<file path="config.mk">
export PLATFORM = sky130hd
export DESIGN_NAME = multicycle_controller
export DESIGN_NICKNAME = d
export VERILOG_FILES = /design/src/rtl/multicycle_controller.sv
export SDC_FILE = /design/constraint.sdc
export NUM_CORES = 1
export LEC_CHECK = 0
export CAP_MARGIN = 20
export CORE_AREA = 10 10 62 64
export CTS_CLUSTER_DIAMETER = 150
export DETAILED_ROUTE_END_ITERATION = 12
export DIE_AREA = 0 0 72 74
export PLACE_DENSITY = 0.79
export SLEW_MARGIN = 10
export SYNTH_ARGS = -nofsm -noshare
export SYNTH_HDL_FRONTEND = slang
export SYNTH_SLANG_ARGS = --single-unit
</file>
<file path="constraint.sdc">
create_clock -name clk -period 1.6 [get_ports clk]
set_input_delay 0.32 -clock clk [delete_from_list [all_inputs] [get_ports clk]]
set_output_delay 0.32 -clock clk [all_outputs]
set_load 0.01 [all_outputs]
</file>
<file path="src/rtl/multicycle_controller.sv">
// Sequencing FSM for the multi-cycle RV32I-subset core: drives all datapath enables and selects.
// Optional macro CTRL_BNE_EN makes bne legal in BRANCH; undefined, bne traps.
module multicycle_controller #(
  parameter int unsigned WAIT_LIMIT = 15
) (
  input  logic        clk,
  input  logic        reset,
  input  logic [31:0] instruction,
  input  logic        Z,
  input  logic        mem_ready,
  output logic        mem_req,
  output logic        adr_sel,
  output logic        dmem_wren,
  output logic        ir_wren,
  output logic        pc_wren,
  output logic        regfile_wren,
  output logic [1:0]  alu_asel,
  output logic [1:0]  alu_bsel,
  output logic [1:0]  ximm_sel,
  output logic [2:0]  alu_control,
  output logic [1:0]  result_sel,
  output logic        trap
);

  typedef enum logic [3:0] {
    StFetch, StDecode, StMemAdr, StMemRd, StMemWb, StMemWr,
    StExR, StExI, StAluWb, StBranch, StJal, StTrap
  } state_e;

  localparam logic [6:0] OpLoad   = 7'b0000011;
  localparam logic [6:0] OpStore  = 7'b0100011;
  localparam logic [6:0] OpReg    = 7'b0110011;
  localparam logic [6:0] OpImm    = 7'b0010011;
  localparam logic [6:0] OpBranch = 7'b1100011;
  localparam logic [6:0] OpJal    = 7'b1101111;

  localparam logic [2:0] AluAdd = 3'b000;
  localparam logic [2:0] AluSub = 3'b001;
  localparam logic [2:0] AluAnd = 3'b010;
  localparam logic [2:0] AluOr  = 3'b011;
  localparam logic [2:0] AluSlt = 3'b101;

  localparam logic [7:0] WaitLimit = 8'(WAIT_LIMIT);

  state_e     state_q, state_d;
  logic [7:0] wait_q, wait_d;

  logic [6:0] opcode;
  logic [2:0] funct3;
  logic       funct7_b5;
  logic [2:0] f3_op;
  logic       f3_ok;
  logic       wait_expired;
  logic       unused_instr;

  assign opcode       = instruction[6:0];
  assign funct3       = instruction[14:12];
  assign funct7_b5    = instruction[30];
  assign wait_expired = (wait_q == WaitLimit) && !mem_ready;
  assign unused_instr = ^{instruction[31], instruction[29:15], instruction[11:7]};

  // funct3 -> ALU op shared by EXR and EXI; sub is layered on top for EXR only.
  always_comb begin
    f3_op = AluAdd;
    f3_ok = 1'b1;
    case (funct3)
      3'b000:  f3_op = AluAdd;
      3'b111:  f3_op = AluAnd;
      3'b110:  f3_op = AluOr;
      3'b010:  f3_op = AluSlt;
      default: f3_ok = 1'b0;
    endcase
  end

  always_comb begin
    state_d      = state_q;
    wait_d       = '0;
    mem_req      = 1'b0;
    adr_sel      = 1'b0;
    dmem_wren    = 1'b0;
    ir_wren      = 1'b0;
    pc_wren      = 1'b0;
    regfile_wren = 1'b0;
    alu_asel     = 2'b00;
    alu_bsel     = 2'b00;
    ximm_sel     = 2'b00;
    alu_control  = AluAdd;
    result_sel   = 2'b00;
    trap         = 1'b0;

    unique case (state_q)
      StFetch: begin
        mem_req    = 1'b1;
        alu_bsel   = 2'b10;
        result_sel = 2'b10;
        if (mem_ready) begin
          ir_wren = 1'b1;
          pc_wren = 1'b1;
          state_d = StDecode;
        end else if (wait_expired) begin
          state_d = StTrap;
        end else begin
          wait_d = wait_q + 8'd1;
        end
      end
      StDecode: begin
        alu_asel = 2'b01;
        alu_bsel = 2'b01;
        ximm_sel = (opcode == OpJal) ? 2'b11 : 2'b10;
        case (opcode)
          OpLoad, OpStore: state_d = StMemAdr;
          OpReg:           state_d = StExR;
          OpImm:           state_d = StExI;
          OpBranch:        state_d = StBranch;
          OpJal:           state_d = StJal;
          default:         state_d = StTrap;
        endcase
      end
      StMemAdr: begin
        alu_asel = 2'b10;
        alu_bsel = 2'b01;
        ximm_sel = (opcode == OpStore) ? 2'b01 : 2'b00;
        state_d  = (opcode == OpStore) ? StMemWr : StMemRd;
      end
      StMemRd: begin
        mem_req = 1'b1;
        adr_sel = 1'b1;
        if (mem_ready) begin
          state_d = StMemWb;
        end else if (wait_expired) begin
          state_d = StTrap;
        end else begin
          wait_d = wait_q + 8'd1;
        end
      end
      StMemWb: begin
        result_sel   = 2'b01;
        regfile_wren = 1'b1;
        state_d      = StFetch;
      end
      StMemWr: begin
        mem_req   = 1'b1;
        adr_sel   = 1'b1;
        dmem_wren = 1'b1;
        if (mem_ready) begin
          state_d = StFetch;
        end else if (wait_expired) begin
          state_d = StTrap;
        end else begin
          wait_d = wait_q + 8'd1;
        end
      end
      StExR: begin
        alu_asel    = 2'b10;
        alu_control = (funct3 == 3'b000 && funct7_b5) ? AluSub : f3_op;
        state_d     = (f3_ok && (!funct7_b5 || funct3 == 3'b000)) ? StAluWb : StTrap;
      end
      StExI: begin
        alu_asel    = 2'b10;
        alu_bsel    = 2'b01;
        alu_control = f3_op;
        state_d     = f3_ok ? StAluWb : StTrap;
      end
      StAluWb: begin
        regfile_wren = 1'b1;
        state_d      = StFetch;
      end
      StBranch: begin
        alu_asel    = 2'b10;
        alu_control = AluSub;
        case (funct3)
          3'b000: begin
            pc_wren = Z;
            state_d = StFetch;
          end
`ifdef CTRL_BNE_EN
          3'b001: begin
            pc_wren = ~Z;
            state_d = StFetch;
          end
`endif
          default: state_d = StTrap;
        endcase
      end
      StJal: begin
        alu_asel = 2'b01;
        alu_bsel = 2'b10;
        pc_wren  = 1'b1;
        state_d  = StAluWb;
      end
      StTrap: begin
        trap = 1'b1;
      end
      default: state_d = StTrap;
    endcase
  end

  always_ff @(posedge clk) begin
    if (reset) begin
      state_q <= StFetch;
      wait_q  <= '0;
    end else begin
      state_q <= state_d;
      wait_q  <= wait_d;
    end
  end

endmodule

</file>
**Yosys cells after proc, flatten, opt, wreduce, memory -nomap -nowiden**

Index checks and enable logic that the tools add are counted.

- Flip-flop bits (word level): 12
- Latch bits: 0
- Output and inout port bits: 18
- Memories kept: 0
- RAM bits: 0
- Input bits: 36
- Word-level logic and storage cells: 72
- Memory bits (read-only): 0

- Eq/ne operators: 21
- Muxes and demuxes: 29
- Multipliers: 0
- Shift operators: 0
- Order comparisons: 0
- Reductions and logical operators: 18
- $add $sub $neg: 1
- Divide/modulo/power cells: 0
- Bitwise gates (word level): 1

Operator list:

| cell | number |
|---|---|
| case mux 4 bit (11 select lines) | 1 |
| two-way mux 4 bit | 5 |
| case mux 4 bit (5 select lines) | 1 |
| case mux 3 bit (3 select lines) | 2 |
| == test 4 x 3 -> 1 bit (second input constant) | 4 |
| == test 4 bit (second input constant) | 4 |
| case mux 2 bit (2 select lines) | 4 |
| == test 7 x 6 -> 1 bit (second input constant) | 2 |
| == test 7 bit (second input constant) | 2 |
| OR reduction 4 bit | 3 |
| two-way mux 1 bit | 11 |
| OR reduction 2 bit | 5 |
| adder 8 x 1 -> 8 bit (second input constant) | 1 |
| == test 4 x 2 -> 1 bit (second input constant) | 2 |
| == test 8 x 4 -> 1 bit (second input constant) | 1 |
| == test 7 x 2 -> 1 bit (second input constant) | 1 |
| == test 7 x 5 -> 1 bit (second input constant) | 1 |
| == test 3 bit (second input constant) | 2 |
| two-way mux 3 bit | 2 |
| OR reduction 3 bit | 2 |
| == test 4 x 1 -> 1 bit (second input constant) | 1 |
| zero test 4 bit | 1 |
| two-way mux 2 bit | 2 |
| == test 3 x 2 -> 1 bit (second input constant) | 1 |
| 6 further kinds | 9 |

**Depth between registers and ports, before layout**

Gate-level depths: netlist of the first run.

- Depth after elaboration: 6
- Mapped depth: 5
- Gate-level depth less buffers: 5

**Worst setup path before layout of the first run**

OpenSTA, ideal clock, no wires.

- Path kind: reg-to-output
- Start: register state_q[2]
- End: output pc_wren
- Cell stages (with the launch flop): 5
- Data arrival time: 1.272 ns
- Buffers on the path: 0
- Data required time: 1.280 ns
- Path slack: 0.008 ns
- Path through: dfxtp_1 inv_1 nand2_1 or2_2 o32ai_1

- Cells in the longest elaborated chain, start to end: 2
- Elaborated cells between the ends (all ways): 4
- Classes of those cells: eq/ne: 2; mux: 1; reduce/logical: 1

Ends and longest elaborated chain:

| what | RTL line | RTL |
|---|---|---|
| start: declaration | 45 | `state_e state_q, state_d;` |
| start signal: assignment | 200 | `state_q <= StFetch;` |
| start signal: assignment | 203 | `state_q <= state_d;` |
| == test 4 bit or zero test 4 bit (tied branches) | 91 | `unique case (state_q)` |
| case mux 1 bit (3 select lines) * | 91 |  |
| end: declaration | 15 | `output logic pc_wren,` |

Every way passes the cells marked *; elsewhere a longest branch is shown, timed or not.

**Worst setup path in the final report of the first run**

- Start: register state_q[0]
- End: output ximm_sel[0]

- Cells in the longest elaborated chain, start to end: 2
- Elaborated cells between the ends (all ways): 3
- Classes of those cells: eq/ne: 2; mux: 1

Ends and longest elaborated chain:

| what | RTL line | RTL |
|---|---|---|
| == test 4 x 2 -> 1 bit or == test 4 x 1 -> 1 bit (tied branches) | 91 |  |
| case mux 2 bit (2 select lines) * | 91 |  |
| end: declaration | 19 | `output logic [1:0] ximm_sel,` |

Marks and branches as above.

==> results.md, run 1 <==
- The floorplan step defined a core boundary enclosing about 2700 sq um.
- In this run the remaining antenna-violating nets after routing total 0.
- The clock edge transition at the registers on the reported setup and hold paths is 0.07 ns.
- For the final database, setup skew stands at between 0.001 and 0.0015 ns.
- The worst-path maximum fanout is 5.
- The analysis attributes to net switching a power of between 0.001 and 0.0015 W.
- TritonCTS built the clock tree.
- The sum of met3 wire segment lengths after detailed routing is 209 microns.
- For this run, the number of Yosys warnings is 0.
- The setup-violating endpoint count in the final report is 13.
- The kind of cell with the highest combined delay along the critical path is simple AND/OR/NAND/NOR gates.
- The final number of hold-violating endpoints is 0.
- Compared with the post-synthesis result, the final layout area differs by 95.8%.
- The total routed wirelength is about 4300 microns.
- The leftover overflow at the end of global routing is 0.
- In the finished design, the share of the clock period the worst path needs comes to 118%.
- The routed design uses 2370 microns of met2 wire.
- The flow ran to the end, but the final reports show violations.
- The total vias in the final route is 1,356.
- Combinational cells account for approximately 79% of the total power.
- The worst setup path is launched from a flop.
- At the end of the flow, the number of nets in the layout was around 260.
- The count of buffers added on input and output ports is 32.
- The die area is 5330 sq um.
- The first global-routing pass estimated 6510 microns of wire.
- Timing analysis after detailed placement gives a worst setup slack of -0.799 ns.
- The first detailed-routing pass ran for 4 iterations.
- The multi-input gate area in the final layout is around 890 sq um.
- The worst register-to-register path has a setup slack of 0.02 ns.
- In this run the number of H-tree levels came out at 1.
- The worst hold path belongs to the class reg2reg.
- The signal on the critical path passes through buf_6, nor4bb_4, nand4_1, o21a_1, nor2_1, buf_2.
- TritonCTS created 3 clock buffers.
- Global routing used about 15% of the available tracks across all layers.
- The number of I/O pins is 54.
- The final number of max-transition violations is 0.
- VDD sags by at most 1.26 mV.
- For the pin with the worst max-slew slack, the measured transition is 0.358 ns.
- The class of the most critical setup path is reg2out.
- After detailed routing, the wire length on met1 is around 1600 microns.
- The number of DRC markers after the initial detailed-route iteration is 67.
- The switching portion of total power is 41.4%.
- After synthesis, the share of flip-flops with an asynchronous set or reset is 0%.
- The static leakage power is between 0.8 and 0.9 nW.
- The final reports fail on negative setup slack.
- In this run the cell area of the synthesized design comes to 995 sq um.
- Setup repair after global routing could not meet its margin everywhere.
- Summing the sequential cell areas from Yosys gives 24.2% of the chip area.
- The share of layout cells above drive strength 1 is 55.6%.
- The delay of the slowest cell on the worst path is between 0.3 and 0.4 ns.
- The clock sink count is 12.
- The worst max-slew margin expressed relative to the limit is 76.0%.
- After detailed routing, the average wire length per cell comes to 16.8 microns.
- Final hold analysis gives a worst-case slack of 0.467 ns.
- The number of fillers in the final layout is 202.
- The critical path endpoint category is a primary output.
- Measured along the x axis, the die boundary spans 72 microns.
- For the worst-skew pair, the clock arrives at the later sink with an insertion delay of 0.27 ns.
- The number of global-route vias before repair is 1,383.
- The number of nets in the synthesized netlist is 174.
- After legalization and detailed placement, the total HPWL measured 2920 microns.
- Dividing total power by cell area gives a power density of 1540 nW/um^2.
- From bottom edge to top edge, the die measures around 74 microns.
- The data arrival time of the worst path is about 1.6 ns.
- The highest routing layer actually used is met4.
- The number of buffer and inverter instances along the worst setup path is 2.
- The repair_antennas step left the layout with diodes totalling 0.
- The maximum clock frequency is 528 MHz.
- The floorplan has 19 rows.
- The part of the total power dissipated in the clock network is 6.2%.
- In the synthesized netlist the dominant register cell turns out to be dfxtp_1.
- The number of antenna violations at the first check in global routing came to 0.
- The master cell of the clock root buffer is clkbuf_4.
- The endpoint required time on the critical path is 1.28 ns.
- The via density per instance is 5.34.
- The initial cell density of the core is between 30% and 40%.
- After technology mapping, the gate count stands at 137.
- In the post-route analysis, the smallest setup slack over all paths is -0.293 ns.
- After detailed routing, the number of remaining DRC violations is 0.
- Across the whole layout, storage elements account for between 200 and 300 sq um.
- Across the run, the number of max-cap violations was 0.
- Routability-driven placement finished with a final weighted congestion of ~0.9.
- For this design, the CTS-stage hold fixing added 0 buffers.
- The sequential cell fraction of total power is 14.8%.
- The number of enable flip-flop cells after synthesis is 0.
- The number of buffers on the longest clock path is 2.
- The library cell contributing the largest single delay on the critical path is dfxtp_4.
- A synthesized cell averages 7.26 sq um.
- Subtracting the final worst setup slack from the clock period gives 1.89 ns.
- Entering global routing, the biggest net connects 9 pins.
- The cell-internal power is between 0.0015 and 0.002 W.
- Counting flops and latches in the post-synthesis netlist gives 12.
- The post-synthesis cell type count is 43.
what timing repair did:
item,4_1_cts,5_1_grt
buffers inserted,8,7
endpoints found under the setup margin,22,21
gates resized for setup,122,27
pin swaps,16,14
cloned,0,0
flip-flops by register name, summed over array words and instances (netlist names):
register / count
wait_q: 8
state_q: 4
final timing paths:
kind | startpoint | depth (start not counted) | end
worst min register to register | wait_q[0] | 1 | wait_q[0]
worst min-delay path | wait_q[0] | 1 | wait_q[0]
worst max register to register | state_q[1] | 8 | wait_q[2]
worst max-delay path | state_q[0] | 6 | ximm_sel[0]
final cells by class:
| type | count | share of cell area [%] |
|---|---|---|
| repair buffers | 88 | 36.2 |
| clock buffers | 3 | 1.16 |
| inverters | 8 | 1.80 |
| flip-flops and latches | 12 | 13.1 |
| multi-input cells | 112 | 45.8 |
| well taps | 31 | 1.99 |
power groups by stage:
stage                     Clock, W  Sequential, W  Combinational [W]
after floorplan                  0       0.000389           0.000838
after CTS                 0.000192       0.000430            0.00211
after detailed placement         0       0.000419            0.00189
after global placement           0       0.000416            0.00184
after global routing      0.000206       0.000453            0.00254
final                     0.000187       0.000444            0.00237
per-layer routing:
metal / vias up / track usage [%]
met5: - / 0
met2: 36 / 29.7
li1: 658 / -
met1: 653 / 14.6
met3: 9 / 3.06
met4: 0 / 7.53
synth_stat cells (all sizes together), types with 2 or more instances:
cell / n / area [sq um]
and2: 3 / 18.8
nand3: 6 / 30.0
nand3b: 2 / 15.0
xnor2: 5 / 43.8
or2: 4 / 27.5
nand4: 3 / 18.8
nand2: 10 / 37.5
clkbuf: 2 / 7.51
a31oi: 4 / 25.0
a21oi: 6 / 30.0
or4: 2 / 18.8
nand2b: 5 / 31.3
nor2: 29 / 111
nor3: 6 / 35.0
inv: 8 / 30.0
xor2: 3 / 26.3
buf: 3 / 15.0
dfxtp: 12 / 240
a211oi: 4 / 30.0
through the flow:
| step | util, % | power, W | instances | setup TNS (ns) | instance area (sq um) |
|---|---|---|---|---|---|
| 2_1_floorplan | - | 0.00123 | 137 | 0 | 995 |
| 3_3_place_gp | 63.3 | 0.00226 | 242 | -7.19 | 1680 |
| 3_5_place_dp | 63.3 | 0.00230 | 242 | -8.31 | 1680 |
| 4_1_cts | 68.3 | 0.00273 | 252 | -1.71 | 1820 |
| 5_1_grt | 73.2 | 0.00320 | 254 | -2.89 | 1950 |
| 6_report | 73.2 | 0.00300 | 254 | -1.68 | 1950 |
worst register-to-register path, cell delays in order, from the launching register on:
cell and delay, ns:
dfxtp_4 0.38, buf_6 0.12, xor2_2 0.17, buf_4 0.14, mux2i_4 0.13, buf_4 0.13
buf_4 0.13, nand4b_4 0.16, nor2_1 0.16
placed cells by master, fill, tap and decap left out, types with 4 or more instances in the layout:
cell	n
nor2_1	22
a31oi_1	4
dfxtp_1	8
dfxtp_4	4
clkdlybuf4s50_1	7
or2_4	4
xnor2_1	4
buf_2	14
a21oi_1	4
buf_4	46
nand2_1	8
nand3_1	4
inv_1	5
buf_6	14
nor3_2	4
nor2_2	4
dlygate4sd2_1	7
cells by family (layout without fill, tap and decap cells):
kind of cell             Yosys count  after routing  share of synthesized area [%]
AO/OA/AOI/OAI                     27             27                           19.2
XOR/XNOR                           8              8                           7.04
adder cells (fa/ha/maj)            1              1                           1.26
buffers and inverters             13             99                           5.28
flip-flops                        12             12                           24.2
multiplexers                       1              1                           2.26
AND/OR/NAND/NOR                   75             75                           40.8
Power figures use the tool's default switching activity.
==> inputs of run 2 (changes only) <==
--- a/config.mk
+++ b/config.mk
@@ -11,6 +11,7 @@
 export DETAILED_ROUTE_END_ITERATION = 12
 export DIE_AREA = 0 0 72 74
 export PLACE_DENSITY = 0.79
+export SKIP_LAST_GASP = 1
 export SLEW_MARGIN = 10
 export SYNTH_ARGS = -nofsm -noshare
 export SYNTH_HDL_FRONTEND = slang
==> constraint.sdc (replaced) <==
create_clock -name clk -period 1.78 [get_ports clk]
set_input_delay 0.356 -clock clk [delete_from_list [all_inputs] [get_ports clk]]
set_output_delay 0.356 -clock clk [all_outputs]
set_load 0.01 [all_outputs]
==> results.md, run 2 (synthesis results as in run 1) <==
- The via density per instance is about 5.1.
- Combinational logic is responsible for 78.0% of the overall power.
- The master cell of the clock root buffer is clkbuf_4.
- The tool flagged a number of max-cap violations equal to 0.
- At the end of routability-driven placement, the weighted congestion stood at 0.921.
- The total routed wirelength is 3900 microns.
- The checks that failed: negative setup slack.
- The worst-path maximum fanout is 2.
- Derived from the worst setup path, the maximum achievable clock frequency is approximately 530 MHz.
- The final number of max-transition violations was 0.
- The floorplan step set the die height to 74 microns.
- The final routed wire length divided by cell count is 15.6 microns.
- After clock tree synthesis, the flow added hold-fix buffers numbering 0.
- Of the cells placed in the final design, the portion with a size suffix greater than 1 is 49.8%.
- The placed standard-cell area is 1670 sq um.
- In the detailed route, the total length drawn on met3 is 207 microns.
- The register with the most flip-flops is wait_q.
- The number of I/O pins is 54.
- The setup slack of the most critical reg-to-reg path is 0.21 ns.
- The part of the total power dissipated in the clock network is 6.7%.
- The critical path endpoint category is a primary output.
- The internal power of the cells totals 0.00147 W.
- The worst slack on hold paths is 0.467 ns.
- The number of DRC markers after the initial detailed-route iteration is 45.
- The worst slack at placement is -0.621 ns.
- The layout-stage area growth over the synthesis result is 84.4%.
- The die outline width is 72 microns.
- Dividing total power by cell area gives a power density of about 1400 nW/um^2.
- The wire-length estimate of the detail-placed layout is about 2900 microns.
- The number of H-tree levels is 1.
- The clock skew is between 0.0015 and 0.002 ns.
- The clock sink count is 12.
- Once layout is complete, the utilization of the core stands at about 70%.
- The detail route stage leaves a number of antenna-violating nets equal to 0.
- Of the total power, the share spent switching nets is roughly 41%.
- In this run the tightest slew margin relative to its limit is 74.5%.
- The static leakage power is approximately 0.82 nW.
- The first-pass GRT wire length is 5990 microns.
- At the worst endpoint, the arrival time is 1.54 ns.
- The number of flip-flops under the largest register name is 8.
- The final number of hold-violating endpoints was 0.
- The number of cells traversed by the worst register-to-register path is 6.
- Sequential cells burn between 15 and 20% of the power.
- The repair_antennas step left the layout with diodes totalling 0.
- For this run, the slowest stage of the critical path takes roughly 0.43 ns.
- The most critical setup path has its startpoint at instruction[3].
- After routing the design area is 1830 sq um.
- The peak supply drop is 1.12 mV.
- The number of antenna violations at the first check in global routing is 0.
- The total iterations of the first detailed-routing run is 4.
- The endpoint required time on the critical path is 1.42 ns.
- The class of the most critical setup path is in2out.
- Entering global routing, the biggest net connects 9 pins.
- The number of global-route vias before repair was 1,302.
- The total vias in the final route is 1,275.
- The share of the cycle needed by the critical path after routing is 107%.
- Setup violations remaining at the end of the flow were counted as 4.
- The flow ran to the end, but the final reports show violations.
- The die area is 5330 sq um.
- The slew of the pin with the lowest slew margin is 0.380 ns.
- STA classifies the critical path startpoint as a primary input.
- The count of buffers added on input and output ports is 32.
- The number of rows created at floorplan is 19.
- The worst register-to-register path begins at state_q[0].
- The library cells used most frequently in the layout, excluding fill and tap cells, are buf_4 (47), nor2_1 (23), buf_2 (11).
- TritonCTS built the clock tree.
- The clock latency on the worst-skew pair is approximately 0.28 ns.
- In this run the power spent charging and discharging nets is 0.00102 W.
- Summed over all layers, the global routing overflow is 0.
- The highest layer touched by signal routing is met4.
- The largest registers in the layout are wait_q x8, state_q x4.
- The critical path goes through clkdlybuf4s50_1, nor3_2, nand4_1, o21a_1, nor2_1, buf_2.
- The detailed route wirelength on metal2 is 2210 microns.
- The library cell contributing the largest single delay on the critical path is clkdlybuf4s50_1.
- The type of the tightest min-delay check is reg2reg.
- The number of DRC violations after detailed routing is 0.
- The clock edge transition at the registers on the reported setup and hold paths is 0.07 ns.
- The final worst slack is -0.120 ns.
- In this run the worst setup path terminates at ximm_sel[0].
- Leaving out fill and tap cells, the most frequent cell in the layout is buf_4.
- After the last flow step, the layout net total stands at around 260.
- Counting I/O delays and the setup requirement, the final critical path takes 1.90 ns.
- In this run the deepest clock path goes through 2 buffers.
- The total clock buffers created by CTS is 3.
- The worst register-to-register path ends at state_q[2].
- The core area is 2660 sq um.
- The routed length on met1 is around 1400 microns.
- Global routing used 13.7% of the available tracks across all layers.
- Setup repair after global routing could not meet its margin everywhere.
- For this configuration, the core starts out at a cell density of a little under two fifths.
## run 2: cell count changes in the layout (fill, tap and decap cells not counted), moves of 2 or more
cell and change:
buf_6 -7, buf_2 -3, a211oi_1 +2, a21oi_2 -2
dfxtp_4 -2, dfxtp_2 +2, dlymetal6s2s_1 +4, dlygate4sd2_1 -4
clkbuf_2 +4, a21oi_1 +2
## run 2: what timing repair did
item	in CTS	in global routing
pin swaps	7	14
resized for setup	76	42
setup endpoints to repair	18	17
buffers inserted	5	3
## run 2: worst max-delay path: cells and delay by family
kind            cells  cell delay (ns)
simple gates        3             0.48
compound gates      1             0.14
buf+inv             2             0.57
## run 2: power by group through the flow
stage	clock network, W	logic (W)	registers (W)
4_1_cts	0.000172	0.00171	0.000384
5_1_grt	0.000185	0.00209	0.000394
3_5_place_dp	0	0.00167	0.000376
6_report	0.000167	0.00194	0.000382
2_1_floorplan	0	0.000753	0.000350
3_3_place_gp	0	0.00164	0.000374
## run 2: metrics by stage
stage | total power, W | cells | setup TNS [ns]
final | 0.00249 | 250 | -0.265
after global placement | 0.00201 | 240 | -4.32
after detailed placement | 0.00204 | 240 | -4.86
after CTS | 0.00226 | 247 | -0.776
after floorplan | 0.00110 | 137 | 0
after global routing | 0.00267 | 250 | -0.742
## run 2: per-layer routing
metal	vias up	GRT usage, %
li1	647	-
met1	587	13.5
met2	30	26.8
met3	11	3.19
met4	0	5.81
met5	-	0
## run 2: area by class of cell
| class | count | area (sq um) |
|---|---|---|
| timing repair buffer | 84 | 663 |
| clock buffer | 3 | 22.5 |
| fill | 213 | 828 |
| multi-input combinational | 112 | 827 |
| inverter | 8 | 32.5 |
| sequential | 12 | 250 |
| tap | 31 | 38.8 |
## run 2: how the worst min path moves through the flow
stage                    from   endpoint  slack [ns]  cells after the start
detailed placement  wait_q[0]  wait_q[0]        0.45                      1
finish              wait_q[0]  wait_q[0]        0.47                      1
CTS                 wait_q[0]  wait_q[0]        0.47                      1
floorplan           wait_q[0]  wait_q[0]        0.42                      1
global route        wait_q[0]  wait_q[0]        0.50                      1
global placement    wait_q[0]  wait_q[0]        0.43                      1
==> inputs of run 3 (changes only) <==
--- a/config.mk
+++ b/config.mk
@@ -6,11 +6,11 @@
 export NUM_CORES = 1
 export LEC_CHECK = 0
 export CAP_MARGIN = 20
-export CORE_AREA = 10 10 62 64
+export CORE_AREA = 10 10 77 53
 export CTS_CLUSTER_DIAMETER = 150
 export DETAILED_ROUTE_END_ITERATION = 12
-export DIE_AREA = 0 0 72 74
-export PLACE_DENSITY = 0.79
+export DIE_AREA = 0 0 87 63
+export PLACE_DENSITY = 0.78
 export SKIP_LAST_GASP = 1
 export SLEW_MARGIN = 10
 export SYNTH_ARGS = -nofsm -noshare
==> constraint.sdc (replaced) <==
create_clock -name clk -period 2 [get_ports clk]
set_input_delay 0.4 -clock clk [delete_from_list [all_inputs] [get_ports clk]]
set_output_delay 0.4 -clock clk [all_outputs]
set_load 0.01 [all_outputs]
==> results.md, run 3 (synthesis results as in run 1) <==
- The run finished with clean final reports.
- The number of flip-flops under the largest register name is 8.
- The number of placed instances, taps included, is 231.
- The most common cell after layout, fill and taps aside is buf_4.
- The total routed wirelength is 3570 microns.
- Static timing analysis puts the maximum clock frequency at approximately 500 MHz.
- In the final layout, the share of cells above drive strength 1 is between 30% and 40%.
- In this run the critical register-to-register path is launched from state_q[0].
- The class of the most critical setup path is in2out.
- The static leakage power is between 0.7 and 0.8 nW.
- The area growth from synthesis to layout is 67.4%.
- The cts-stage hold buffer count is 0.
- The die area is 5480 sq um.
- For the final database, setup skew stands at 0.00299 ns.
- The worst setup path is captured at a primary output.
- The floorplan step defined a core boundary enclosing around 2700 sq um.
- The first-pass GRT wire length is 5880 microns.
- Global routing used 12.8% of the available tracks across all layers.
- 54 I/O pins were placed.
- At the pin with the least slew margin, the transition time is 0.341 ns.
- Setup repair after global routing could not meet its margin everywhere.
- The post-DP HPWL is 2850 microns.
- The routed layout has 1,285 vias.
- The final number of max-transition violations is 0.
- In the final layout, the registers with the most flip-flops are wait_q x8, state_q x4.
- The worst slack at placement is -0.507 ns.
- The number of clock buffers added by TritonCTS is 3.
- The via density per instance is 5.40.
- The number of cells in the finished layout apart from fillers is 238.
- The tool flagged a number of max-cap violations equal to 0.
- At the worst endpoint, the required time is 1.60 ns.
- The floorplan has 15 rows.
- The master cell of the clock root buffer is clkbuf_8.
- The worst setup path is launched from a primary input.
- The number of nets in the layout is 242.
- The clock network burns 13.7% of the power.
- The worst hold path begins at wait_q[0].
- Across the VDD grid, the largest voltage drop is 0.399 mV.
- The clock net in this run drives a total of 12 sinks.
- The weighted congestion at the end of routability-driven global placement is 0.942.
- The setup slack of the most critical reg-to-reg path is between 0.2 and 0.3 ns.
- The worst hold path belongs to the class reg2reg.
- The share of total power dissipated in combinational logic is 68.4%.
- The leftover overflow at the end of global routing is 0.
- The layout has around 220 filler cells.
- Total power for the finished layout comes to around 0.0019 W.
- The library cell contributing the largest single delay on the critical path is clkdlybuf4s50_1.
- The delay of the slowest cell on the worst path is 0.47 ns.
- The number of antenna violations at the first check in global routing was 0.
- The final number of hold-violating endpoints is 0.
- Hold timing on the final database bottoms out at a slack of 0.450 ns.
- In this run the remaining antenna-violating nets after routing total 0.
- The routed design could run at a clock period as short as 2.00 ns.
- In the final routed layout, each cell accounts on average for between 15 and 20 microns.
- The number of buffers on the longest clock path is 2.
- The worst max-slew margin expressed relative to the limit is 77.2%.
- The pin count of the biggest net entering global routing is 16.
- The CTS tree is yes.
- The clock edge transition at the registers on the reported setup and hold paths is 0.05 ns.
- The register with the most flip-flops is wait_q.
- Along the worst path, the maximum fanout reaches 2.
- The number of antenna diodes in the final layout is 0.
- The core occupancy in the finished layout is 61.2%.
- The data arrival time of the worst path is 1.60 ns.
- The number of global-route vias before repair is 1,231.
- For this design the ratio of total power to cell area is 1150 nW/um^2.
- The sequential cell fraction of total power is 17.9%.
- The number of cells traversed by the worst register-to-register path is 7.
- The reg-to-reg critical path endpoint is state_q[2].
- The share of the cycle needed by the critical path after routing is 99.9%.
- For the worst-skew pair, the clock arrives at the later sink with an insertion delay of approximately 0.24 ns.
- The setup-violating endpoint count in the final report is 0.
- The end of the worst hold path is wait_q[0].
- The cell-internal power is 0.00110 W.
- The number of H-tree levels is 1.
- The initial utilization of the core area, before any placement, comes to 36.6%.
- For this block, the initial DRC count from the detailed router was 90.
- Summed over all nets, the switching power comes to roughly 0.00081 W.
- The switching portion of total power is 42.3%.
- Leaving out fill and tap cells, the most frequent cells in the layout are buf_4 (35), nor2_1 (27), nand2_1 (10), dlygate4sd2_1 (10).
- The first TritonRoute pass finished after 4 iterations.
- The number of DRC violations after detailed routing is 0.
- The final worst slack is 0.00138 ns.
- The vertical die dimension is around 63 microns.
- The critical path goes through clkdlybuf4s50_1, and4b_1, nand4_1, o21a_1, nor2_1, buf_2.
- Along the worst hold path, the cell count comes to 1.
- The count of port buffers added during placement is 32.
- From left edge to right edge, the die measures slightly below 90 microns.
[run 3: area by class of cell]
class / instances / area (sq um) / share of cell area [%]
Sequential cell: 12 / 246 / 14.8
Inverter: 8 / 30.0 / 1.80
Multi-Input combinational cell: 112 / 737 / 44.3
Clock buffer: 4 / 55.1 / 3.31
Tap cell: 34 / 42.5 / 2.55
Timing Repair Buffer: 68 / 554 / 33.3
[run 3: stage by stage]
stage / setup TNS [ns] / instance area [sq um]
2_1_floorplan: 0 / 995
3_3_place_gp: -1.59 / 1580
3_5_place_dp: -2.06 / 1580
4_1_cts: -0.303 / 1630
5_1_grt: -0.0797 / 1670
6_report: 0 / 1670
[run 3: how the worst max path moves through the flow]
stage,startpoint,end
2_1_floorplan,state_q[2],pc_wren
3_3_place_gp,instruction[5],ximm_sel[0]
3_5_place_dp,instruction[4],ximm_sel[0]
4_1_cts,instruction[4],ximm_sel[0]
5_1_grt,instruction[0],ximm_sel[0]
6_report,instruction[0],ximm_sel[0]
[run 3: repair_timing]
item                                    CTS  global route
resized for setup                        29            26
hold endpoints to repair                  0             0
pin swaps                                 2             5
endpoints found under the setup margin   18            12
setup buffers                             0             3
[run 3: per-layer routing]
| metal | up-vias | routed length [microns] | track usage, % |
|---|---|---|---|
| li1 | 623 | - | - |
| met1 | 607 | 1550 | 15.4 |
| met2 | 45 | 1740 | 21.4 |
| met3 | 10 | 197 | 2.47 |
| met4 | 0 | 89 | 5.04 |
| met5 | - | 0 | 0 |
[run 3: worst max-delay path, delay by kind of cell]
family,cells,cell delay [ns]
AND/OR/NAND/NOR,3,0.40
AO/OA/AOI/OAI,1,0.19
buffers and inverters,2,0.60
[run 3: power by group through the flow]
stage | combinational [W] | clock (W) | sequential, W
final | 0.00131 | 0.000262 | 0.000343
after global routing | 0.00142 | 0.000284 | 0.000348
after CTS | 0.00131 | 0.000267 | 0.000334
after detailed placement | 0.00138 | 0 | 0.000331
after global placement | 0.00134 | 0 | 0.000327
after floorplan | 0.000671 | 0 | 0.000311
